### config.mk
export PLATFORM = sky130hd
export DESIGN_NAME = i2c_master_bit_engine
export DESIGN_NICKNAME = d
export VERILOG_FILES = /design/src/rtl/i2c_master_bit_engine.sv
export SDC_FILE = /design/constraint.sdc
export NUM_CORES = 1
export LEC_CHECK = 0
export BUFFER_PORTS_ARGS = -buffer_cell sky130_fd_sc_hd__buf_2
export CORE_MARGIN = 2
export CORE_UTILIZATION = 50
export CTS_CLUSTER_DIAMETER = 200
export DETAILED_ROUTE_END_ITERATION = 7
export GPL_ROUTABILITY_DRIVEN = 0
export PLACE_DENSITY_LB_ADDON = 0.25
export SLEW_MARGIN = 15
export SYNTH_ARGS = -nofsm -noshare
export SYNTH_HDL_FRONTEND = slang
export SYNTH_SLANG_ARGS = --single-unit
### constraint.sdc
create_clock -name i_clk_master -period 3.61 [get_ports i_clk_master]
set_input_delay 0.361 -clock i_clk_master [delete_from_list [all_inputs] [get_ports i_clk_master]]
set_output_delay 0.361 -clock i_clk_master [all_outputs]
set_load 0.1 [all_outputs]
### src/rtl/i2c_master_bit_engine.sv
// -----------------------------------------------------------------------------
// i2c_master_bit_engine
//
// I2C master bit controller. Each accepted command executes one bus condition
// (START / repeated START, STOP) or one data bit (WRITE, READ) on open-drain
// SCL/SDA. Every command runs through four quarter-bit phases (A..D). Each
// phase lasts PRESCALE+1 system clocks unless the slave stretches SCL.
//
// Handshake: a command transfers on a rising edge where i_cmd_valid=1,
// o_cmd_ready=1 and i_cmd is a legal code. o_cmd_ready is high only in IDLE.
// Illegal codes are ignored. The requester may hold i_cmd_valid while
// o_cmd_ready is low, and the command is taken once the engine returns to IDLE.
//
// Ports
//   i_clk_master  system clock (rising edge)
//   i_reset_n     asynchronous active-low reset
//   i_cmd         001 START, 010 WRITE, 011 READ, 100 STOP
//   i_cmd_valid   command request
//   o_cmd_ready   engine idle; can accept a command
//   i_data_in     bit to write (sampled at acceptance)
//   o_data_out    last bit read
//   o_done        one-cycle pulse at command completion or abort
//   o_arb_lost    one-cycle pulse with o_done on arbitration loss
//   o_busy        a command is executing
//   o_scl_oe      1 = pull SCL low
//   i_scl         SCL pad level
//   o_sda_oe      1 = pull SDA low
//   i_sda         SDA pad level
//   o_dbg_state   current FSM state encoding (debug observation only)
// -----------------------------------------------------------------------------
module i2c_master_bit_engine #(
  parameter int PRESCALE = 124,
  parameter int CNT_W    = 16
) (
  input  logic       i_clk_master,
  input  logic       i_reset_n,
  input  logic [2:0] i_cmd,
  input  logic       i_cmd_valid,
  output logic       o_cmd_ready,
  input  logic       i_data_in,
  output logic       o_data_out,
  output logic       o_done,
  output logic       o_arb_lost,
  output logic       o_busy,
  output logic       o_scl_oe,
  input  logic       i_scl,
  output logic       o_sda_oe,
  input  logic       i_sda,
  output logic [2:0] o_dbg_state
);

  localparam logic [2:0] CMD_START = 3'b001;
  localparam logic [2:0] CMD_WRITE = 3'b010;
  localparam logic [2:0] CMD_READ  = 3'b011;
  localparam logic [2:0] CMD_STOP  = 3'b100;

  localparam logic [CNT_W-1:0] RELOAD = PRESCALE[CNT_W-1:0];

  typedef enum logic [2:0] {
    ST_IDLE = 3'd0,
    ST_PH_A = 3'd1,
    ST_PH_B = 3'd2,
    ST_PH_C = 3'd3,
    ST_PH_D = 3'd4
  } state_t;

  state_t           state_q;
  logic [CNT_W-1:0] cnt_q;
  logic [2:0]       cmd_q;
  logic             bit_q;
  logic             scl_oe_q;
  logic             sda_oe_q;
  logic             data_out_q;
  logic             done_q;
  logic             arb_lost_q;

  // Two-flop synchronisers. They reset to 1 because an idle bus floats high.
  logic scl_s1_q, scl_s2_q;
  logic sda_s1_q, sda_s2_q;

  always_ff @(posedge i_clk_master or negedge i_reset_n) begin
    if (!i_reset_n) begin
      scl_s1_q <= 1'b1;
      scl_s2_q <= 1'b1;
      sda_s1_q <= 1'b1;
      sda_s2_q <= 1'b1;
    end else begin
      scl_s1_q <= i_scl;
      scl_s2_q <= scl_s1_q;
      sda_s1_q <= i_sda;
      sda_s2_q <= sda_s1_q;
    end
  end

  // Line drive {scl_oe, sda_oe} for a given command, phase and write bit.
  // START leaves SCL untouched in phase A. This lets the same sequence serve
  // as an idle START (SCL released) and as a repeated START after a bit
  // (SCL already low).
  function automatic logic [1:0] drive(input logic [2:0] cmd, input logic b,
                                       input state_t ph, input logic cur_scl);
    logic scl_v;
    logic sda_v;
    scl_v = cur_scl;
    sda_v = 1'b0;
    case (cmd)
      CMD_START: begin
        sda_v = (ph == ST_PH_C) || (ph == ST_PH_D);
        case (ph)
          ST_PH_A: scl_v = cur_scl;
          ST_PH_D: scl_v = 1'b1;
          default: scl_v = 1'b0;
        endcase
      end
      CMD_STOP: begin
        sda_v = (ph == ST_PH_A) || (ph == ST_PH_B);
        scl_v = (ph == ST_PH_A);
      end
      CMD_WRITE: begin
        sda_v = ~b;
        scl_v = (ph == ST_PH_A) || (ph == ST_PH_D);
      end
      default: begin // READ
        sda_v = 1'b0;
        scl_v = (ph == ST_PH_A) || (ph == ST_PH_D);
      end
    endcase
    return {scl_v, sda_v};
  endfunction

  logic   cmd_legal;
  logic   stretch;
  logic   arb_hit;
  state_t next_phase;

  always_comb begin
    cmd_legal = (i_cmd == CMD_START) || (i_cmd == CMD_WRITE) ||
                (i_cmd == CMD_READ)  || (i_cmd == CMD_STOP);
    // A slave holds SCL low while we have released it, so the phase freezes.
    stretch   = !scl_oe_q && !scl_s2_q;
    // We released SDA for a 1 bit, but another master pulled it low.
    arb_hit   = (cmd_q == CMD_WRITE) && bit_q && !sda_s2_q;
    case (state_q)
      ST_PH_A: next_phase = ST_PH_B;
      ST_PH_B: next_phase = ST_PH_C;
      ST_PH_C: next_phase = ST_PH_D;
      default: next_phase = ST_IDLE;
    endcase
  end

  always_ff @(posedge i_clk_master or negedge i_reset_n) begin
    if (!i_reset_n) begin
      state_q    <= ST_IDLE;
      cnt_q      <= '0;
      cmd_q      <= 3'b000;
      bit_q      <= 1'b0;
      scl_oe_q   <= 1'b0;
      sda_oe_q   <= 1'b0;
      data_out_q <= 1'b0;
      done_q     <= 1'b0;
      arb_lost_q <= 1'b0;
    end else begin
      done_q     <= 1'b0;
      arb_lost_q <= 1'b0;
      if (state_q == ST_IDLE) begin
        if (i_cmd_valid && cmd_legal) begin
          cmd_q                <= i_cmd;
          bit_q                <= i_data_in;
          state_q              <= ST_PH_A;
          cnt_q                <= RELOAD;
          {scl_oe_q, sda_oe_q} <= drive(i_cmd, i_data_in, ST_PH_A, scl_oe_q);
        end
      end else if (!stretch) begin
        if (cnt_q != '0) begin
          cnt_q <= cnt_q - 1'b1;
        end else begin
          // Last clock of the current phase.
          if (state_q == ST_PH_B && cmd_q == CMD_READ) begin
            data_out_q <= sda_s2_q;
          end
          if (state_q == ST_PH_B && arb_hit) begin
            scl_oe_q   <= 1'b0;
            sda_oe_q   <= 1'b0;
            state_q    <= ST_IDLE;
            done_q     <= 1'b1;
            arb_lost_q <= 1'b1;
          end else if (next_phase == ST_IDLE) begin
            // Line drive is held through IDLE until the next command.
            state_q <= ST_IDLE;
            done_q  <= 1'b1;
          end else begin
            state_q              <= next_phase;
            cnt_q                <= RELOAD;
            {scl_oe_q, sda_oe_q} <= drive(cmd_q, bit_q, next_phase, scl_oe_q);
          end
        end
      end
    end
  end

  assign o_cmd_ready = (state_q == ST_IDLE);
  assign o_busy      = (state_q != ST_IDLE);
  assign o_scl_oe    = scl_oe_q;
  assign o_sda_oe    = sda_oe_q;
  assign o_data_out  = data_out_q;
  assign o_done      = done_q;
  assign o_arb_lost  = arb_lost_q;
  assign o_dbg_state = state_q;

endmodule

==> results.sh <==
export IMPL_status="completed"
export IMPL_hold_viol=0
export IMPL_viasPerCell=6.19
export IMPL_ys_types=47
export IMPL_drtAntennaViolNets=0
export IMPL_place_ws_ps=1070
export IMPL_synth_top_cell_by_area="dfrtp_1"
export IMPL_drt_iter0_drc=109
export IMPL_cp_data_arrival_time_ps=2800
export IMPL_post_drt_wl_per_cell_um=15.7
export IMPL_fin_crit_ps=2550
export IMPL_antenna_found_initial=0
export IMPL_peakVddDrop_mv=0.643
export IMPL_worstPathRequired_ps=3860
export IMPL_netlist_top_cells_count="28 x dfrtp_1, 23 x nand2_1, 12 x a21oi_1, 12 x nor2_1, 9 x o21ai_0"
export IMPL_timing_fmax_mhz=392
export IMPL_synth_edf_count=0
export IMPL_synth_avg_cell_area_um2=9.43
export IMPL_hpwl_um=2930
export IMPL_yosys_mux_area_fraction_pct=2.35
export IMPL_numPortBuffers=18
export IMPL_cp_end_kind="flop"
export IMPL_syn_area_um2=1750
export IMPL_setup_ws_ps=1060
export IMPL_die_width_um=63.2
export IMPL_cts_sinks=32
export IMPL_synthToLayoutAreaGrowth_pct=12.8
export IMPL_dieHeight_um=63.2
export IMPL_ys_seq_elements=32
export IMPL_grt_pass1_wl_um=6690
export IMPL_fill_cells=330
export IMPL_slew_headroom_pct=48.0
export IMPL_rr_worst_depth=6
export IMPL_synth_fp_nets=197
export IMPL_synth_most_common_cell="dfrtp_1"
export IMPL_grt_pass1_vias=1454
export IMPL_syn_inst=186
export IMPL_skew_ps=11.3
export IMPL_start_util_pct=52.2
export IMPL_core_um2=3360
export IMPL_yosys_warnings=0
export IMPL_gr_total_overflow=0
export IMPL_grt_max_degree=33
export IMPL_clkLatencyLatePin_ps=350
export IMPL_crit_type="flop to flop"
export IMPL_max_cap_violations=0
export IMPL_first_pass_iters=5
export IMPL_wl_met3_um=225
export IMPL_htreeDepth=2
export IMPL_worstHoldPathType="primary input to asynchronous set/reset pin"
export IMPL_insertedDiodeCount=0
export IMPL_synth_fa_ha_area_share_pct=1.43
export IMPL_synth_top_cell_area_share_pct=39.9
export IMPL_clk_pin_slew_ps=110
export IMPL_cts_tree="built"
export IMPL_power_density_nw_per_um2=706
export IMPL_synth_area_leaders="dfrtp_1 40%, dfstp_2 6.0%, nand2_1 4.9%, a21oi_1 3.4%, o21ai_0 2.6%"
export IMPL_synth_simple_area_share_pct=27.3
export IMPL_cts_root_buffer="clkbuf_4"
export IMPL_rr_startpoint="o_dbg_state[2]$_DFFE_PN0P_"
export IMPL_p_leak_nw=0.807
export IMPL_path_max_fanout=13
export IMPL_met2_wirelength_um=1960
export IMPL_worstMarginPinSlew_ps=777
export IMPL_finalCritPeriodShare_pct=70.7
export IMPL_cts_repair_resized=0
export IMPL_synth_top_family_by_area="simple AND/OR/NAND/NOR gates"
export IMPL_drc_errors=0
export IMPL_cts_hold_buf=0
export IMPL_setup_worst_path_start="o_dbg_state[2]$_DFFE_PN0P_"
export IMPL_top_layer="met4"
export IMPL_synth_top_flop_cell="dfrtp_1"
export IMPL_vias=1572
export IMPL_layout_nets=218
export IMPL_synthArstFlopShare_pct=100
export IMPL_drive_above_1_share_pct=19.7
export IMPL_finalSetupViolCount=0
export IMPL_setup_tns_ps=0
export IMPL_start_kind="flop"
export IMPL_io_pins=19
export IMPL_synth_xor_area_share_pct=0.499
export IMPL_drt_wl_total_um=3990
export IMPL_slew_violations=0
export IMPL_die_area_um2=4000
export IMPL_ys_seq_area_share_pct=45.9
export IMPL_synth_compound_area_share_pct=19.5
export IMPL_rows=21
export IMPL_clockBufferDepth=2
export IMPL_wl_met1_um=1720
export IMPL_rsz0062_at_grt="false"
export IMPL_numCtsBuffers=5
export IMPL_grtUsageTotal_pct=21.5
export IMPL_cts_setup_buffers=0
registers in the layout (all words and copies together), names as in the netlist:
name / cells
cnt_q: 16
cmd_q: 3
o_dbg_state: 3
bit_q: 1
o_arb_lost: 1
o_data_out: 1
o_done: 1
o_scl_oe: 1
o_sda_oe: 1
scl_s1_q: 1
scl_s2_q: 1
sda_s1_q: 1
sda_s2_q: 1
stage by stage:
step	hold WS [ps]	utilization [%]	power [mW]	instance area, um2	instances
6_report	46.6	58.8	1.40	1980	254
5_1_grt	83.7	58.8	1.48	1980	254
4_1_cts	69.2	58.8	1.40	1980	254
3_5_place_dp	347	56.4	1.12	1900	246
3_3_place_gp	346	56.4	1.11	1900	246
2_1_floorplan	65.4	-	0.989	1760	186
final timing paths:
path,to,slack (ps)
setup / recovery,cnt_q[5]$_DFFE_PN0P_,1060
hold / removal,cnt_q[1]$_DFFE_PN0P_,50
min in group i_clk_master,sda_s1_q$_DFF_PN1_,100
max in group asynchronous,cnt_q[3]$_DFFE_PN0P_,3110
setup reg to reg,cnt_q[5]$_DFFE_PN0P_,1060
hold reg to reg,scl_s2_q$_DFF_PN1_,360
layout make-up:
class                   count  area, um2  share of cell area [%]
multi-input cells         141        903                    45.7
flip-flops and latches     32        806                    40.7
repair buffers             20        105                    5.31
well taps                  46       57.6                    2.91
clock inverters             3       42.5                    2.15
clock buffers               5       37.5                    1.90
inverters                   7       26.3                    1.33
routing by layer:
layer	global-route usage [%]	vias up
met5	0	-
met4	7.61	0
met3	5.18	9
met2	35.2	52
met1	28.0	759
li1	-	752
cells in the final DEF, fill, tap and decap left out, types with 4 or more instances in the layout:
| master | instances |
|---|---|
| or4_1 | 6 |
| dfrtp_1 | 28 |
| clkbuf_4 | 5 |
| buf_2 | 18 |
| nand2_1 | 23 |
| dfstp_2 | 4 |
| nand3_1 | 4 |
| a21oi_1 | 12 |
| o31ai_1 | 5 |
| nor2_1 | 11 |
| nor3_1 | 8 |
| or3_1 | 6 |
| inv_1 | 7 |
| o21ai_0 | 9 |
| nor4_1 | 4 |
critical path, cell delays in order, from the launching register on:
cell and delay (ps):
dfrtp_1 530, or4b_4 630, or3_1 490, o21ai_2 190
buf_4 250, nor3_1 80, a311oi_1 280
cell families after synthesis:
| group | after synthesis |
|---|---|
| xor+xnor | 1 |
| compound gates | 49 |
| flops | 32 |
| mux | 4 |
| simple gates | 85 |
| fa+ha+maj | 2 |
| buf+inv | 13 |
report_power, final:
group / leakage, nW / switching, mW / internal [mW] / total (mW)
registers: 0.389 / 0.128 / 0.441 / 0.570
clock network: 0.0412 / 0.131 / 0.144 / 0.276
logic: 0.377 / 0.381 / 0.170 / 0.552
No activity file was read; power rests on OpenSTA's default activity.
